[src/rtl/comparator_seq.sv]
// Digit-serial magnitude comparator, MSB-first, with valid/ready on both sides
// and three saturating result counters (gt/eq/lt).
// WIDTH must be a multiple of DIGIT.

// One saturating result counter; clear beats increment.
module comparator_sat_cnt #(
  parameter int CNT_W = 16
) (
  input  logic             clk,
  input  logic             rst,
  input  logic             clr,
  input  logic             inc,
  output logic [CNT_W-1:0] cnt
);

  // count up on inc, hold at all-ones, zero on reset or clear
  always_ff @(posedge clk) begin
    if (rst || clr) begin
      cnt <= '0;
    end else if (inc && (cnt != {CNT_W{1'b1}})) begin
      cnt <= cnt + 1'b1;
    end
  end

endmodule

module comparator_seq #(
  parameter int WIDTH = 8,
  parameter int DIGIT = 2,
  parameter int CNT_W = 16
) (
  input  logic             i_clk,
  input  logic             i_rst,
  input  logic             i_valid,
  output logic             o_ready,
  input  logic [WIDTH-1:0] i_a,
  input  logic [WIDTH-1:0] i_b,
  input  logic             i_signed,
  output logic             o_valid,
  input  logic             i_ready,
  output logic [2:0]       o_f,
  input  logic             i_clr_cnt,
  output logic [CNT_W-1:0] o_cnt_gt,
  output logic [CNT_W-1:0] o_cnt_eq,
  output logic [CNT_W-1:0] o_cnt_lt
);

  localparam int NDIG  = WIDTH / DIGIT;
  localparam int IDX_W = (NDIG > 1) ? $clog2(NDIG) : 1;

  localparam logic [2:0] F_GT = 3'b100;
  localparam logic [2:0] F_EQ = 3'b010;
  localparam logic [2:0] F_LT = 3'b001;

  typedef enum logic [1:0] {IDLE, RUN, DONE} state_t;

  state_t           state;
  logic [WIDTH-1:0] a_sh, b_sh;
  logic             sgn;
  logic [IDX_W-1:0] idx;
  logic [2:0]       f;

  logic [DIGIT-1:0] dig_a, dig_b;
  logic             last;
  logic             hs;

  // Ready/valid are pure state decodes; result is a register.
  assign o_ready = (state == IDLE);
  assign o_valid = (state == DONE);
  assign o_f     = f;

  assign last = (idx == IDX_W'(NDIG - 1));
  assign hs   = (state == DONE) && i_ready;

  // Current top digit; in signed mode the sign bit is flipped on digit 0 so
  // two's-complement order matches unsigned order (offset binary).
  always_comb begin
    dig_a = a_sh[WIDTH-1 -: DIGIT];
    dig_b = b_sh[WIDTH-1 -: DIGIT];
    if (sgn && (idx == '0)) begin
      dig_a[DIGIT-1] = ~dig_a[DIGIT-1];
      dig_b[DIGIT-1] = ~dig_b[DIGIT-1];
    end
  end

  // Control FSM: capture in IDLE, walk digits in RUN, hold result in DONE.
  always_ff @(posedge i_clk) begin
    if (i_rst) begin
      state <= IDLE;
      a_sh  <= '0;
      b_sh  <= '0;
      sgn   <= 1'b0;
      idx   <= '0;
      f     <= 3'b000;
    end else begin
      case (state)
        IDLE: begin
          if (i_valid) begin
            a_sh  <= i_a;
            b_sh  <= i_b;
            sgn   <= i_signed;
            idx   <= '0;
            state <= RUN;
          end
        end
        RUN: begin
          if (dig_a > dig_b) begin
            f     <= F_GT;
            state <= DONE;
          end else if (dig_a < dig_b) begin
            f     <= F_LT;
            state <= DONE;
          end else if (last) begin
            f     <= F_EQ;
            state <= DONE;
          end else begin
            a_sh <= a_sh << DIGIT;
            b_sh <= b_sh << DIGIT;
            idx  <= idx + 1'b1;
          end
        end
        DONE: begin
          if (i_ready) begin
            f     <= 3'b000;
            state <= IDLE;
          end
        end
        default: begin
          state <= IDLE;
          f     <= 3'b000;
        end
      endcase
    end
  end

  // Counter bank indexed by result bit: [2]=gt, [1]=eq, [0]=lt.
  logic [2:0][CNT_W-1:0] cnt;

  for (genvar g = 0; g < 3; g++) begin : g_cnt
    comparator_sat_cnt #(.CNT_W(CNT_W)) u_cnt (
      .clk (i_clk),
      .rst (i_rst),
      .clr (i_clr_cnt),
      .inc (hs && f[g]),
      .cnt (cnt[g])
    );
  end

  assign o_cnt_gt = cnt[2];
  assign o_cnt_eq = cnt[1];
  assign o_cnt_lt = cnt[0];

endmodule

[config.mk]
export PLATFORM = sky130hd
export DESIGN_NAME = comparator_seq
export DESIGN_NICKNAME = d
export VERILOG_FILES = /design/src/rtl/comparator_seq.sv
export SDC_FILE = /design/constraint.sdc
export NUM_CORES = 1
export LEC_CHECK = 0
export CORE_MARGIN = 3
export CORE_UTILIZATION = 56
export CTS_CLUSTER_SIZE = 8
export DETAILED_ROUTE_END_ITERATION = 10
export PLACE_DENSITY_LB_ADDON = 0.05
export SYNTH_ARGS = -nofsm -noshare
export SYNTH_HDL_FRONTEND = slang
export SYNTH_SLANG_ARGS = --single-unit
export TNS_END_PERCENT = 50
[constraint.sdc]
create_clock -name i_clk -period 4.9 [get_ports i_clk]
set_input_delay 0.49 -clock i_clk [delete_from_list [all_inputs] [get_ports i_clk]]
set_output_delay 0.49 -clock i_clk [all_outputs]
set_load 0.005 [all_outputs]
Word-level counts from Yosys, hierarchy flattened

Cells that the tools add are included.

Add/subtract/negate cells: 4
Order comparisons: 2
Eq/ne operators: 12
Muxes and demuxes: 28
Bitwise gates (word level): 3
Reduce and logical (&&, ||, !) cells: 16

Operator list:

| operator                                                                | count |
|---|---|
| 8-bit 2-to-1 mux                                                        | 8 |
| 16-bit by 1-bit adder with 16-bit output, second input constant         | 3 |
| 16-bit inequality test, second input constant                           | 3 |
| 8-bit one-hot mux with 2 select lines                                   | 2 |
| 2-bit 2-to-1 mux                                                        | 9 |
| 3-bit 2-to-1 mux                                                        | 4 |
| 3-bit one-hot mux with 3 select lines                                   | 1 |
| 1-bit logical AND                                                       | 8 |
| 2-bit inequality test, second input constant                            | 4 |
| 2-bit one-hot mux with 3 select lines                                   | 1 |
| 3-bit AND reduction                                                     | 2 |
| 5-bit AND reduction                                                     | 1 |
| 2-bit == test, second input constant                                    | 2 |
| 2-bit zero test                                                         | 2 |
| 4-bit inequality test, second input constant                            | 1 |
| 2-bit one-hot mux with 2 select lines                                   | 1 |
| 1-bit NOT                                                               | 3 |
| 2-bit by 1-bit adder with 2-bit output, second input constant           | 1 |
| 2-bit by 1-bit == test with 1-bit output, second input constant         | 1 |
| 2-bit > comparator                                                      | 1 |
| 2-bit < comparator                                                      | 1 |
| 1-bit 2-to-1 mux                                                        | 2 |
| 2-bit by 1-bit inequality test with 1-bit output, second input constant | 1 |
| 2-bit AND reduction                                                     | 1 |
| 2 further kinds                                                         | 2 |

Flip-flop bits (word level): 72
Input bits: 22
Output and inout port bits: 53
Logic and storage cells: 74

Depth between registers and ports, before layout

Gate-level depths: netlist (run 1).

Depth after elaboration: 7
Gate-level depth with buffers: 8
Depth with buffers taken out: 6

Hierarchy

From an unflattened synthesis (run 1), not the netlist that was laid out.

Cells, all modules: 409
Area, all modules: 3,748.6 µm²

Modules (own cells, without submodules):

| module             | times used | cells each | area each (µm²) | sequential area each (µm²) |
|---|---|---|---|---|
| comparator_sat_cnt | 3          | 95         | 847.1           | 320.3 |
| comparator_seq     | 1          | 124        | 1,207.4         | 480.5 |

Worst setup path after synthesis (run 1)

OpenSTA, ideal clock, no wires.

Kind: register to register
Start point: reg g_cnt[2].u_cnt.cnt[3]
End point: reg g_cnt[2].u_cnt.cnt[13]
Library setup time: 0.070 ns
Data arrival time: 1.800 ns
Data required time: 4.830 ns
Path slack: 3.031 ns
Cell stages (with the launch flop): 6
Path buffers: 1
Clock period less this slack: 1.869 ns
Cells stage by stage: dfxtp_1 > nand4_2 > or4_1 > buf_2 > or4_1 > a21oi_1

Word-level cells in the longest chain between the ends: 2
Elaborated cells between the ends (all ways): 3
Classes of those cells: add/sub (1); eq/ne (1); reduce/logical (1)

RTL lines:

| what                                                                                             | RTL line | text |
|---|---|---|
| from (decl)                                                                                      | 13       | `output logic [CNT_W-1:0] cnt` |
| from (signal assigned)                                                                           | 21       | `cnt <= cnt + 1'b1;` |
| parallel branches: the longest is 2 deep, another holds 16-bit by 1-bit adder with 16-bit output | --       |  |

Several ways; the timed one is not identified.
A chain may end at the register's enable or synchronous reset.

Worst setup path in the final report (run 1)

Start point: reg g_cnt[0].u_cnt.cnt[0]
End point: reg g_cnt[0].u_cnt.cnt[1]

Word-level cells in the longest chain between the ends: 2
Elaborated cells between the ends (all ways): 3
Classes of those cells: add/sub (1); eq/ne (1); reduce/logical (1)

RTL lines:

| what                                                                                             | RTL line |
|---|---|
| from (decl)                                                                                      | 13 |
| from (signal assigned)                                                                           | 21 |
| parallel branches: the longest is 2 deep, another holds 16-bit by 1-bit adder with 16-bit output | -- |

Several ways; the timed one is not identified.

==> metrics.csv, run 1 <==
stage;metric;value;unit
status;outcome;completed;
final_layout;multi_input_area;2160;µm²
cts;cts_resized;0;
global_route;grt_pass1_wl;14.9;mm
synth;yosysWarnings;0;
final_layout;layout.nets;540;
route;vias;3713;
timing;final-setup-viol-count;0;
synth;syn_nets;475;
setup_path;critPathMaxFanout;9;
final_layout;n_fill_cell;528;
timing;layout_min_cycle_time;2.35;ns
floorplan;start_util;58.7;%
global_route;antenna_found_initial;0;
power;p_switching;324;µW
setup_path;crit_type;reg -> reg;
cts;clock_path_buffers;2;
final_layout;n_antenna_cell;0;
timing;slew_violations;0;
synth;netlist_top_cells_area;dfxtp_1, a21oi_1, mux2i_1;
timing;tns;0;ns
power;p_comb_share;14.4;%
route;drt_iter0_markers;201;
synth;ys_types;48;
route;drc;0;
final_layout;syn_to_final_growth;24.7;%
setup_path;crit_path_start_kind;flop;
synth;async_flop_share;0;%
timing;slew_headroom;30.5;%
setup_path;crit_required;5.11;ns
final_layout;ff_latch_area;1440;µm²
synth;synth_common_cells;dfxtp_1, a21oi_1, nand2_1;
floorplan;die_y;88.0;µm
floorplan;io_pins;75;
synth;ys_ff_latch;72;
timing;fin_crit_sh;47.9;%
route;via_per_inst;6.26;
power;power_density;259;nW/µm²
synth;ys.flop_type;dfxtp_1;
setup_path;cpPeakStageDelay;0.80;ns
placement;port_buffers;74;
synth;synth_edf_count;0;
setup_path;crit_family;simple AND/OR/NAND/NOR gates;
synth;synth.most_common_cell;dfxtp_1;
timing;fmax;426;MHz
global_route;grt_max_degree;40;
floorplan;fp-row-count;29;
timing;skew;0.00940;ns
min_path;hold_path.class;reg -> reg;
cts;h-tree-depth;3;
placement;place_hpwl;6.29;mm
timing;hold_viol;0;
flow_run;cap_viol_max_count;0;
synth;ys_seq_area_share;38.2;%
synth;synthCells;447;
route;ant_nets;0;
timing;rsz0062_at_grt;false;
synth;yosysTopAreaCell;dfxtp_1;
global_route;grt_pass1_vias;3348;
cts;root_buffer;clkbuf_8;
route;drt-total-wl;9.04;mm
setup_path;worst-path-buf-inv;1;
power;p_seq_share;51.1;%
synth;synth_area;3770;µm²
power;internal-power;892;µW
final_layout;drive_gt1_share;6.01;%
cts;clock_latency;0.34;ns
cts;cts.clk_slew.worst_paths;0.07;ns
route;wire_per_inst;15.2;µm
setup_path;crit_chain;ha_1 > nand3_1 > nor4_1 > buf_4 > a21boi_0 > mux2i_1;
setup_path;endpoint_kind;flop;
setup_path;cp.arrival;2.56;ns
setup_path;crit_slowest_cell;nor4_1;
cts;cts_made_buffers;9;
cts;post_cts_buffers;0;
power;power_leakage;0.00151;µW
power;switching_share;26.6;%
timing;whs;0.476;ns
power;vdd_drop_max;0.000223;V
placement;place.gp.congestion;0.872;
global_route;grt_remaining_overflow;0;
cts;cts.sinks;72;
route;first_pass_iters;5;
synth;yosysTopAreaCellShare;38.2;%
cts;cts_tree;built;
power;clkPwrFrac;34.5;%
timing;worstMarginPinSlew;1.03;ns
floorplan;core_area;6420;µm²
cts;hold_buffers;0;
floorplan;die_w;88.0;µm
synth;syn_area_per_cell;8.43;µm²
floorplan;die_area;7750;µm²
global_route;grt_usage;23.6;%
==> layout by cell type (no fill, tap or decap), types with 9 or more instances in the layout <==
cell and instances:
inv_1 9, o31ai_1 11, nand3_1 17, a21oi_1 49
nand2_1 46, or4_1 15, mux2i_1 22, clkbuf_8 11
nor3_1 9, or3_1 25, nand4_1 13, o21ai_0 37
nor2_1 12, clkdlybuf4s50_1 74, dfxtp_1 72
==> cells by family after synthesis <==
family	after synthesis	synth area share, %
buf+inv	36	4.35
flops	72	38.2
mux	22	5.84
compound gates	139	23.4
xor+xnor	1	0.232
simple gates	171	25.9
fa+ha+maj	6	1.99
==> stage by stage <==
step                      instance area, µm²  utilization [%]  worst slack, ns  instances  total power (µW)
after global placement                  4530             70.5             2.30        578               804
after detailed placement                4530             70.5             2.24        578               807
after floorplan                         3770                -             3.03        447               755
after CTS                               4700             73.2             2.58        593              1220
after global routing                    4700             73.2             2.29        593              1270
final                                   4700             73.2             2.55        593              1220
==> layout make-up <==
class                           count  share of cell area (%)
Multi-Input combinational cell    339                    46.0
Sequential cell                    72                    30.7
Timing Repair Buffer               81                    16.9
Clock buffer                       11                    3.22
Tap cell                           77                    2.05
Inverter                            9                   0.719
Clock inverter                      4                   0.426
==> flip-flops by register name (all words and copies together), names as in the netlist <==
name,cells
g_cnt.u_cnt.cnt,48
a_sh,8
b_sh,8
o_f,3
idx,2
state,2
sgn,1
==> worst paths after layout <==
path | start | cells past startpoint | to | slack [ns]
max | g_cnt[0].u_cnt.cnt[0] | 6 | g_cnt[0].u_cnt.cnt[1] | 2.55
min | a_sh[6] | 2 | a_sh[6] | 0.48
max reg2reg | g_cnt[0].u_cnt.cnt[0] | 6 | g_cnt[0].u_cnt.cnt[1] | 2.55
min reg2reg | a_sh[6] | 2 | a_sh[6] | 0.48
==> routing by layer <==
layer  share of wire (%)  GRT usage, %  up-vias
met5                   0             0        -
met4                0.91          9.75        0
met3                 5.6          4.70       13
met2                  47          38.0      105
met1                  47          31.1     1746
li1                    -             -     1849
==> worst register-to-register path: stages (launching register included) <==
cell	delay [ns]
dfxtp_1	0.45
ha_1	0.25
nand3_1	0.11
nor4_1	0.80
buf_4	0.29
a21boi_0	0.17
mux2i_1	0.16
==> power groups by stage <==
stage	Sequential (µW)	Clock, µW	Combinational [µW]
final	621	419	176
after global routing	624	456	195
after CTS	621	425	175
after detailed placement	634	0	173
after global placement	634	0	170
after floorplan	632	0	123
No activity file was read; power rests on OpenSTA's default activity.
==> inputs of run 2 (changes only) <==
--- a/config.mk
+++ b/config.mk
@@ -6,7 +6,7 @@
 export NUM_CORES = 1
 export LEC_CHECK = 0
 export CORE_MARGIN = 3
-export CORE_UTILIZATION = 56
+export CORE_UTILIZATION = 47
 export CTS_CLUSTER_SIZE = 8
 export DETAILED_ROUTE_END_ITERATION = 10
 export PLACE_DENSITY_LB_ADDON = 0.05
==> constraint.sdc (replaced) <==
create_clock -name i_clk -period 2 [get_ports i_clk]
set_input_delay 0.2 -clock i_clk [delete_from_list [all_inputs] [get_ports i_clk]]
set_output_delay 0.2 -clock i_clk [all_outputs]
set_load 0.005 [all_outputs]
==> metrics.csv, run 2 (synthesis gave the netlist of run 1 again) <==
stage;metric;value;unit
global_route;grt_usage;21.7;%
flow_run;cap_viol_max_count;0;
placement;dpl_cell_area;4810;µm²
placement;port_buffers;74;
status;outcome;completed;
floorplan;die_w;95.5;µm
setup_path;endpoint_kind;output port;
final_layout;drive_gt1_share;11.7;%
timing;tns;0;ns
min_path;whs_endpoint;b_sh[0];
floorplan;core_area;7770;µm²
cts;cts_tree;built;
route;drt-total-wl;9.61;mm
timing;skew;0.0142;ns
min_path;hold_path.class;in -> reg;
min_path;worstHoldPathCells;3;
cts;cts.sinks;72;
power;power_density;620;nW/µm²
route;via_per_inst;5.83;
setup_path;worst-r2r-cell-count;4;
timing;slew_headroom;58.8;%
final_layout;finish.instance_area;5020;µm²
final_layout;n_fill_cell;689;
setup_path;r2r_slack;0.14;ns
global_route;grt_pass1_wl;15.9;mm
floorplan;die_y;95.5;µm
global_route;grt_remaining_overflow;0;
setup_path;r2r-start;g_cnt[2].u_cnt.cnt[6];
final_layout;n_antenna_cell;0;
route;ant_nets;0;
cts;root_buffer;clkbuf_8;
setup_path;cp.arrival;1.72;ns
placement;place.gp.congestion;0.883;
setup_path;crit_required;1.80;ns
floorplan;fp-row-count;32;
floorplan;io_pins;75;
setup_path;crit_path_start_kind;flop;
timing;hold_viol;0;
floorplan;start_util;48.5;%
timing;layout_min_cycle_time;1.92;ns
final_layout;top_register;g_cnt.u_cnt.cnt;
timing;worstMarginPinSlew;0.614;ns
final_layout;layout_commonest_cell;clkdlybuf4s50_1;
route;drt_iter0_markers;187;
floorplan;die_area;9130;µm²
timing;slew_violations;0;
cts;cts_made_buffers;9;
final_layout;final_cells;650;
timing;fmax;521;MHz
final_layout;largest_registers;g_cnt.u_cnt.cnt x48, a_sh x8, b_sh x8;
power;p_total;3110;µW
global_route;grt_pass1_vias;3384;
placement;dp_cells;635;
final_layout;ff_latch_area;1440;µm²
cts;h-tree-depth;3;
route;wire_per_inst;14.8;µm
final_layout;mostFrequentLayoutCells;clkdlybuf4s50_1, dfxtp_1, a21oi_1;
setup_path;crit_type;reg -> out;
final_layout;syn_to_final_growth;33.2;%
power;power_leakage;0.00167;µW
placement;place_hpwl;6.95;mm
cts;clock_latency;0.35;ns
route;drc;0;
final_layout;multi_input_area;2170;µm²
timing;fin_crit_sh;96.0;%
power;vdd_drop_max;0.000591;V
cts;cts.clk_slew.worst_paths;0.07;ns
setup_path;critPathMaxFanout;35;
timing;rsz0062_at_grt;false;
route;first_pass_iters;4;
global_route;grt_max_degree;36;
final_layout;layout.nets;572;
timing;final-setup-viol-count;0;
cts;clock_path_buffers;2;
setup_path;reg2reg_to;g_cnt[2].u_cnt.cnt[13];
route;vias;3788;
global_route;antenna_found_initial;0;
min_path;hold_start;i_b[0];
final_layout;largest_reg_flops;48;
[run 2: cell types whose count changed in the layout (fill, tap and decap cells not counted)]
| cell | before | now |
|---|---|---|
| buf_4 | 7 | 37 |
| clkbuf_1 | 0 | 2 |
| dfxtp_2 | 0 | 1 |
| and4_4 | 0 | 1 |
| dfxtp_1 | 72 | 71 |
| bufinv_16 | 0 | 1 |
| and4_1 | 5 | 4 |
| clkbuf_8 | 11 | 10 |
| nor2_2 | 0 | 1 |
| clkinv_2 | 4 | 1 |
| buf_12 | 0 | 2 |
| nor2_1 | 12 | 11 |
| clkinvlp_4 | 0 | 1 |
[run 2: per-stage QoR]
step | utilization [%] | setup WS [ns] | hold slack (ns)
final | 64.6 | 0.0793 | 0.398
after floorplan | - | 0.131 | 0.336
after CTS | 64.5 | 0.0188 | 0.389
after global routing | 64.6 | 0.00797 | 0.418
after detailed placement | 62.0 | -0.230 | 0.465
after global placement | 62.0 | -0.183 | 0.459
[run 2: timing repair]
action / CTS / global route
pin swaps: 0 / 1
hold buffers: 0 / 0
resized for setup: 4 / 3
endpoints found under the setup margin: 1 / 3
setup buffers: 0 / 0
[run 2: how the worst max path moves through the flow]
stage                          startpoint                     end  slack [ns]  cells after the start
finish                           state[1]                 o_valid        0.08                      4
floorplan           g_cnt[2].u_cnt.cnt[3]  g_cnt[2].u_cnt.cnt[13]        0.13                      5
global route                      i_ready  g_cnt[1].u_cnt.cnt[13]       0.008                      6
CTS                              state[1]                 o_valid        0.02                      4
detailed placement                i_ready   g_cnt[0].u_cnt.cnt[9]       -0.23                      6
global placement                  i_ready  g_cnt[2].u_cnt.cnt[13]       -0.18                      5
[run 2: power by group]
part / leakage (µW) / internal, µW / total, µW / switching (µW)
Combinational: 0.000996 / 207 / 439 / 232
Clock: 0.0000925 / 603 / 1140 / 540
Sequential: 0.000583 / 1490 / 1530 / 41.9
[run 2: area by class of cell]
class / count / share of cell area (%)
clock buffer: 12 / 2.89
multi-input combinational: 339 / 43.2
clock inverter: 3 / 0.848
tap: 102 / 2.54
inverter: 9 / 0.673
timing repair buffer: 113 / 21.1
sequential: 72 / 28.7
[run 2: critical path: stages, from the launching register on]
cell             delay, ns
dfxtp_2               0.41
buf_12                0.19
inv_1                 0.11
nor2_2                0.14
clkdlybuf4s50_1       0.52
[run 2: layer usage]
metal / wire [µm] / track usage, % / share of wire [%]
met1: 4610 / 29.5 / 48
met2: 4520 / 35.0 / 47
met3: 376 / 3.00 / 3.9
met4: 102 / 7.82 / 1.1
met5: 0 / 0 / 0
==> inputs of run 3 (changes only) <==
--- a/config.mk
+++ b/config.mk
@@ -13,4 +13,3 @@
 export SYNTH_ARGS = -nofsm -noshare
 export SYNTH_HDL_FRONTEND = slang
 export SYNTH_SLANG_ARGS = --single-unit
-export TNS_END_PERCENT = 50
==> results of run 3 <==
Final layout, timing and power as in run 2 (identical DEF).
